===== src/rtl/uart_rx_if.sv =====
// rtl/uart_rx_if.sv - serial line and received-byte signals of the UART receiver
interface uart_rx_if;
    logic       rx;
    logic [7:0] data_rx;
    logic       done_rx;
    logic       active_rx;
    logic       frame_error;

    // master: the receiver producing bytes; slave: line driver / byte consumer
    modport master (input rx, output data_rx, done_rx, active_rx, frame_error);
    modport slave  (output rx, input data_rx, done_rx, active_rx, frame_error);
endinterface


===== src/rtl/uart_rx.sv =====
// rtl/uart_rx.sv - 8N1 UART receiver with line synchronizer, start-glitch rejection and framing-error flag
module uart_rx #(
    parameter int CLKS_PER_BIT = 434
) (
    input  logic      clock,
    input  logic      reset,
    uart_rx_if.master bus
);
    localparam int HALF = CLKS_PER_BIT / 2;
    localparam int CW   = $clog2(CLKS_PER_BIT);
    localparam logic [CW-1:0] CNT_HALF = CW'(HALF - 1);
    localparam logic [CW-1:0] CNT_LAST = CW'(CLKS_PER_BIT - 1);

    typedef enum logic [2:0] {
        S_IDLE,
        S_START,
        S_DATA,
        S_STOP,
        S_WAIT_HIGH
    } state_t;

    state_t        state_q, state_d;
    logic [CW-1:0] cnt_q, cnt_d;
    logic [2:0]    idx_q, idx_d;
    logic [7:0]    shift_q, shift_d;
    logic [7:0]    data_q, data_d;
    logic          done_q, done_d;
    logic          ferr_q, ferr_d;
    logic          active_q, active_d;
    logic          rx_m_q, rx_s_q;

    always_ff @(posedge clock) begin
        if (reset) begin
            state_q  <= S_IDLE;
            cnt_q    <= '0;
            idx_q    <= '0;
            shift_q  <= '0;
            data_q   <= '0;
            done_q   <= 1'b0;
            ferr_q   <= 1'b0;
            active_q <= 1'b0;
            rx_m_q   <= 1'b1;
            rx_s_q   <= 1'b1;
        end else begin
            state_q  <= state_d;
            cnt_q    <= cnt_d;
            idx_q    <= idx_d;
            shift_q  <= shift_d;
            data_q   <= data_d;
            done_q   <= done_d;
            ferr_q   <= ferr_d;
            active_q <= active_d;
            rx_m_q   <= bus.rx;
            rx_s_q   <= rx_m_q;
        end
    end

    always_comb begin
        state_d = state_q;
        cnt_d   = cnt_q;
        idx_d   = idx_q;
        shift_d = shift_q;
        data_d  = data_q;
        done_d  = 1'b0;
        ferr_d  = 1'b0;
        case (state_q)
            S_IDLE: begin
                if (!rx_s_q) begin
                    state_d = S_START;
                    cnt_d   = '0;
                end
            end
            S_START: begin
                // Re-check the line at mid start bit; a high here was a glitch
                if (cnt_q == CNT_HALF) begin
                    if (!rx_s_q) begin
                        state_d = S_DATA;
                        cnt_d   = '0;
                        idx_d   = '0;
                    end else begin
                        state_d = S_IDLE;
                    end
                end else begin
                    cnt_d = cnt_q + 1'b1;
                end
            end
            S_DATA: begin
                if (cnt_q == CNT_LAST) begin
                    shift_d[idx_q] = rx_s_q;
                    cnt_d          = '0;
                    idx_d          = idx_q + 3'd1;
                    if (idx_q == 3'd7) begin
                        state_d = S_STOP;
                    end
                end else begin
                    cnt_d = cnt_q + 1'b1;
                end
            end
            S_STOP: begin
                if (cnt_q == CNT_LAST) begin
                    cnt_d = '0;
                    if (rx_s_q) begin
                        data_d  = shift_q;
                        done_d  = 1'b1;
                        state_d = S_IDLE;
                    end else begin
                        ferr_d  = 1'b1;
                        state_d = S_WAIT_HIGH;
                    end
                end else begin
                    cnt_d = cnt_q + 1'b1;
                end
            end
            S_WAIT_HIGH: begin
                if (rx_s_q) begin
                    state_d = S_IDLE;
                end
            end
            default: state_d = S_IDLE;
        endcase
        // Registered from next state so it rises the cycle after the start edge is seen
        active_d = (state_d != S_IDLE);
    end

    assign bus.data_rx     = data_q;
    assign bus.done_rx     = done_q;
    assign bus.frame_error = ferr_q;
    assign bus.active_rx   = active_q;
endmodule

===== src/flat_wrapper.sv =====
// flat-port wrapper written by rule: the top's interface ports become plain ports
module uart_rx_flat 
#(
    parameter int CLKS_PER_BIT = 434
)
  (clock, reset, bus_rx, bus_data_rx, bus_done_rx, bus_active_rx, bus_frame_error);
  uart_rx_if bus_i ();
  input  logic clock;
  input  logic reset;
  input wire logic [$bits(bus_i.rx)-1:0] bus_rx;
  output wire logic [$bits(bus_i.data_rx)-1:0] bus_data_rx;
  output wire logic [$bits(bus_i.done_rx)-1:0] bus_done_rx;
  output wire logic [$bits(bus_i.active_rx)-1:0] bus_active_rx;
  output wire logic [$bits(bus_i.frame_error)-1:0] bus_frame_error;
  assign bus_i.rx = bus_rx;
  assign bus_data_rx = bus_i.data_rx;
  assign bus_done_rx = bus_i.done_rx;
  assign bus_active_rx = bus_i.active_rx;
  assign bus_frame_error = bus_i.frame_error;
  uart_rx #(.CLKS_PER_BIT(CLKS_PER_BIT)) u_core (.clock(clock), .reset(reset), .bus(bus_i));
endmodule

===== config.mk =====
export PLATFORM = sky130hd
export DESIGN_NAME = uart_rx_flat
export DESIGN_NICKNAME = d
export VERILOG_FILES = /design/src/rtl/uart_rx_if.sv /design/src/rtl/uart_rx.sv /design/src/flat_wrapper.sv
export SDC_FILE = /design/constraint.sdc
export NUM_CORES = 1
export LEC_CHECK = 0
export ABC_AREA = 1
export CORE_MARGIN = 2
export CORE_UTILIZATION = 55
export DETAILED_ROUTE_END_ITERATION = 12
export GPL_TIMING_DRIVEN = 0
export PLACE_DENSITY = 0.73
export SKIP_CTS_REPAIR_TIMING = 1
export SKIP_LAST_GASP = 1
export SYNTH_ARGS = -nofsm -noshare
export SYNTH_HDL_FRONTEND = slang
export SYNTH_SLANG_ARGS = --single-unit

===== constraint.sdc =====
create_clock -name clock -period 2.3 [get_ports clock]
set_input_delay 0.46 -clock clock [delete_from_list [all_inputs] [get_ports clock]]
set_output_delay 0.46 -clock clock [all_outputs]
set_load 0.02 [all_outputs]

* After elaboration in Yosys (flattened, before gate mapping) *
Cells that the tools add are included.

word-level totals
  register bits = 36
  input bits = 3
  output and inout bits = 11

operators by class
  equality and inequality tests = 10
  $add $sub $neg = 2
  multiplexer cells = 22
  bitwise operators = 2
  $lt $le $gt $ge = 2
  reduce and logical (&&, ||, !) cells = 10

operators with widths
  operator                                                            number
  2-to-1 mux 3 bit                                                    10
  2-to-1 mux 9 bit                                                    3
  one-hot mux 9 bit (3 select lines)                                  1
  one-hot mux 3 bit (5 select lines)                                  1
  adder 9 x 1 -> 9 bit (second input constant)                        1
  == test 9 x 8 -> 1 bit (second input constant)                      1
  == test 9 bit (second input constant)                               1
  bitwise mux 8 bit                                                   1
  == test 3 x 2 -> 1 bit (second input constant)                      2
  == test 3 bit (second input constant)                               2
  one-hot mux 3 bit (2 select lines)                                  1
  nonzero test 3 bit                                                  2
  < comparator 3 x 4 -> 1 bit (second input constant)                 1
  inequality test 2 x 1 -> 1 bit (second input constant)              2
  AND reduction 4 bit                                                 1
  adder 3 x 1 -> 3 bit (second input constant)                        1
  demux 1 bit (select 3 bit)                                          1
  == test 3 x 1 -> 1 bit (second input constant)                      1
  greater-or-equal comparator 3 x 1 -> 1 bit (second input constant)  1
  zero test 3 bit                                                     1
  2-to-1 mux 1 bit                                                    3
  AND reduction 3 bit                                                 1
  OR reduction 3 bit                                                  1
  2-to-1 mux 2 bit                                                    1
  6 further kinds                                                     7

* Longest topological paths before layout *
  depth after elaboration = 5
  mapped depth = 11

* Worst setup path before layout *
No wires, ideal clock.

  kind = reg2reg
  start point = register u_core.cnt_q[1]
  end point = register u_core.data_q[0], in the netlist u_core.bus.data_rx[0]
  clock period less this slack = 1,492 ps
  stages on the path, launching flop included = 11
  path buffers = 1
  arrival time = 1,379 ps
  setup slack = 808 ps
  cells stage by stage = dfxtp_1 > inv_1 > ha_1 > nand2_1 > nor2_2 > nand2_4 > nor2_8 > nand4_4 > buf_6 > nor2_1 > nor2_1

between the ends
  word-level cells in the longest chain between the ends = 2

RTL lines
  what                           RTL line        source
  from (decl)                    uart_rx.sv:23   logic [CW-1:0] cnt_q, cnt_d;
  from (signal assigned)         uart_rx.sv:46   cnt_q <= cnt_d;
  == test 9 bit                  uart_rx.sv:100  if (cnt_q == CNT_LAST) begin
  AND reduction 3 bit (no line)  n/a
  to (signal assigned)           uart_rx.sv:49   data_q <= data_d;
  to (decl)                      uart_rx.sv:26   logic [7:0] data_q, data_d;

Every way passes these cells.
A chain may end at the register's enable or synchronous reset.

* Worst setup path after layout *
  start point = register u_core.data_q[6], in the netlist u_core.bus.data_rx[6]
  end point = output bus_data_rx[6]

RTL lines
  what       RTL line            source
  to (decl)  flat_wrapper.sv:11  output wire logic [$bits(bus_i.data_rx)-1:0] bus_data_rx;

No word-level cell between the ends.

==> impl_metrics.ini <==
[global_routing]
grt_pass1_vias = 1577
grt_max_degree = 11
grt_overflow_total = 0
grtUsageMet1_pct = 29.0
antenna_found_initial = 0
grt_pass1_wl_mm = 6.73
gr-max-usage-layer = met2
grtUsageMet2_pct = 36.0
use_met3_pct = 4.86
grt_use_total_pct = 21.9

[place]
port_buffers = 13
place.gp.congestion = 0.892
place_hpwl_mm = 2.82
dp_cells = 336
post_dp_cell_area_um2 = 2060
dp_slack_ns = 0.438

[detailed_routing]
drt_wl_total_mm = 3.81
vias = 1693
drc = 0
postRouteAntennaNets = 0
wl_per_cell_um = 11.1
first_iter_violations = 80
dr.pass1.iters = 4
post_drt_via_cell_ratio = 4.94

[worst_hold_path]
min_from = u_core.rx_m_q$_SDFF_PP1_
hold_class = reg2reg

[sta]
slew_headroom_pct = 63.0
layout_setup_ws_ns = 0.553
fin_hold_ws_ns = 0.421
grt_setup_unrepaired = no
slew_violations = 0
finalCriticalPeriod_ns = 1.75
worst_pin_slew_ns = 0.555
fin_worst_skew_ns = 0.00928
hold_viol = 0
max_freq_ghz = 0.572
setup_viol = 0
fin_setup_tns_ns = 0
fin_crit_sh_pct = 75.9

[finish]
final_common_cell = nand2_1
post_route_cells_drive_above_1_share_pct = 11.8
final_cells = 343
fillerInstances = 326
fin_util_pct = 64.2
fin_area_um2 = 2130
seq_area_um2 = 721
layout_common_cells = nand2_1, nor2_1, dfxtp_1, inv_1, a21oi_1
antennaDiodeCount = 0
fin_nets = 305
syn_to_final_growth_pct = 13.5
multiInputGateArea_um2 = 971

[job]
max_cap_viol_count = 0

[die]
die_y_um = 62.4
start_util_pct = 56.6
dieArea_um2 = 3890
io_pins = 14
die_w_um = 62.4
fp-row-count = 21
fp.coreArea_um2 = 3310

[clock_network]
cts_root_buffer = clkbuf_4
htree_levels = 2
clk_pin_slew_ns = 0.10
tritoncts = built
cts-buffers-inserted = 5
clockBufferDepth = 2
cts_sinks = 36
clock_latency_ns = 0.33

[worst_setup_path]
critPathLaunch = u_core.bus.data_rx[6]$_SDFFE_PP0P_
crit_slowest_cell = clkdlybuf4s50_1
r2r_start = u_core.cnt_q[1]$_SDFFE_PP0P_
cp_num_buf_inv = 1
start_kind = flip-flop
crit_path_end_kind = primary output
crit_required_ns = 1.84
max_stage_delay_ns = 0.61
crit_chain = clkdlybuf4s50_1
crit_family = buffers and inverters
crit_arrival_ns = 1.29
critPathKind = reg2out
path_max_fanout = 2

[synthesis]
ys_seq_area_share_pct = 38.5
synth-seq-cells = 36
syn_inst = 277
ys_warn_count = 0
synth_area_um2 = 1870
synth_edf_count = 0
ys.flop_type = dfxtp_1
synth_cell_types = 24
avgSynthCellArea_um2 = 6.77
synth_nets = 285
ys_async_sr_fraction_pct = 0

[status]
status = finished, final reports clean

[power_and_ir_drop]
p_int_mw = 0.821
seqPwrFrac_pct = 59.9
power.clock.fraction_pct = 34.6
p_comb_share_pct = 5.5
power_density_nw_per_um2 = 497
total_power_mw = 1.06
switching_share_pct = 22.3
power_switching_mw = 0.236
irDropWorstVdd_mv = 0.406
leakage_nw = 1.03
## Yosys cell counts, types with 2 or more instances
master    count  area, µm²
a21oi_1      19       95.1
buf_2         2       10.0
clkbuf_1      4       15.0
dfxtp_1      36        721
ha_1          5       62.6
inv_1        35        131
inv_2         4       15.0
nand2_1      60        225
nand2_2       9       56.3
nand3_1      18       90.1
nand4_1       4       25.0
nor2_1       46        173
nor2_2        3       18.8
nor2_4        2       22.5
nor3_1        9       45.0
o21a_1        4       30.0
o21ai_0       8       40.0
or2_2         3       18.8
## power groups by stage
| stage | combinational [mW] | sequential (mW) | clock (mW) |
|---|---|---|---|
| after CTS | 0.0577 | 0.633 | 0.376 |
| after floorplan | 0.0378 | 0.647 | 0 |
| after global placement | 0.0571 | 0.647 | 0 |
| final | 0.0582 | 0.633 | 0.366 |
| after global routing | 0.0647 | 0.634 | 0.404 |
| after detailed placement | 0.0574 | 0.647 | 0 |
## per-layer routing
metal	vias to the layer above	wire (µm)
li1	908	-
met4	0	28
met2	24	1690
met3	4	135
met5	-	0
met1	757	1950
## cell type report
cell class,instances,area share [%]
multi-input cells,195,45.6
flip-flops and latches,36,33.9
inverters,39,6.88
repair buffers,13,6.12
clock buffers,7,3.06
well taps,46,2.71
plain buffers,7,1.71
## path summary, 6_finish.rpt
path                                         to  slack (ns)  depth (start not counted)
max                              bus_data_rx[6]        0.55                          1
min                    u_core.rx_s_q$_SDFF_PP1_        0.42                          1
max reg2reg  u_core.bus.data_rx[6]$_SDFFE_PP0P_        0.57                         11
min reg2reg            u_core.rx_s_q$_SDFF_PP1_        0.42                          1
## logic make-up after synthesis
family | synth area share, %
AO/OA/AOI/OAI | 9.15
flip-flops | 38.5
AND/OR/NAND/NOR | 39.3
buffers and inverters | 9.75
adder cells (fa/ha/maj) | 3.34
## state kept, by name (all words and copies together), names as in the netlist
name and cells:
u_core.bus.done_rx 1, u_core.shift_q 8, u_core.bus.frame_error 1, u_core.cnt_q 9
u_core.idx_q 3, u_core.bus.data_rx 8, u_core.rx_s_q 1, u_core.bus.active_rx 1
u_core.rx_m_q 1, u_core.state_q 3
(Power assumes the default switching activity.)
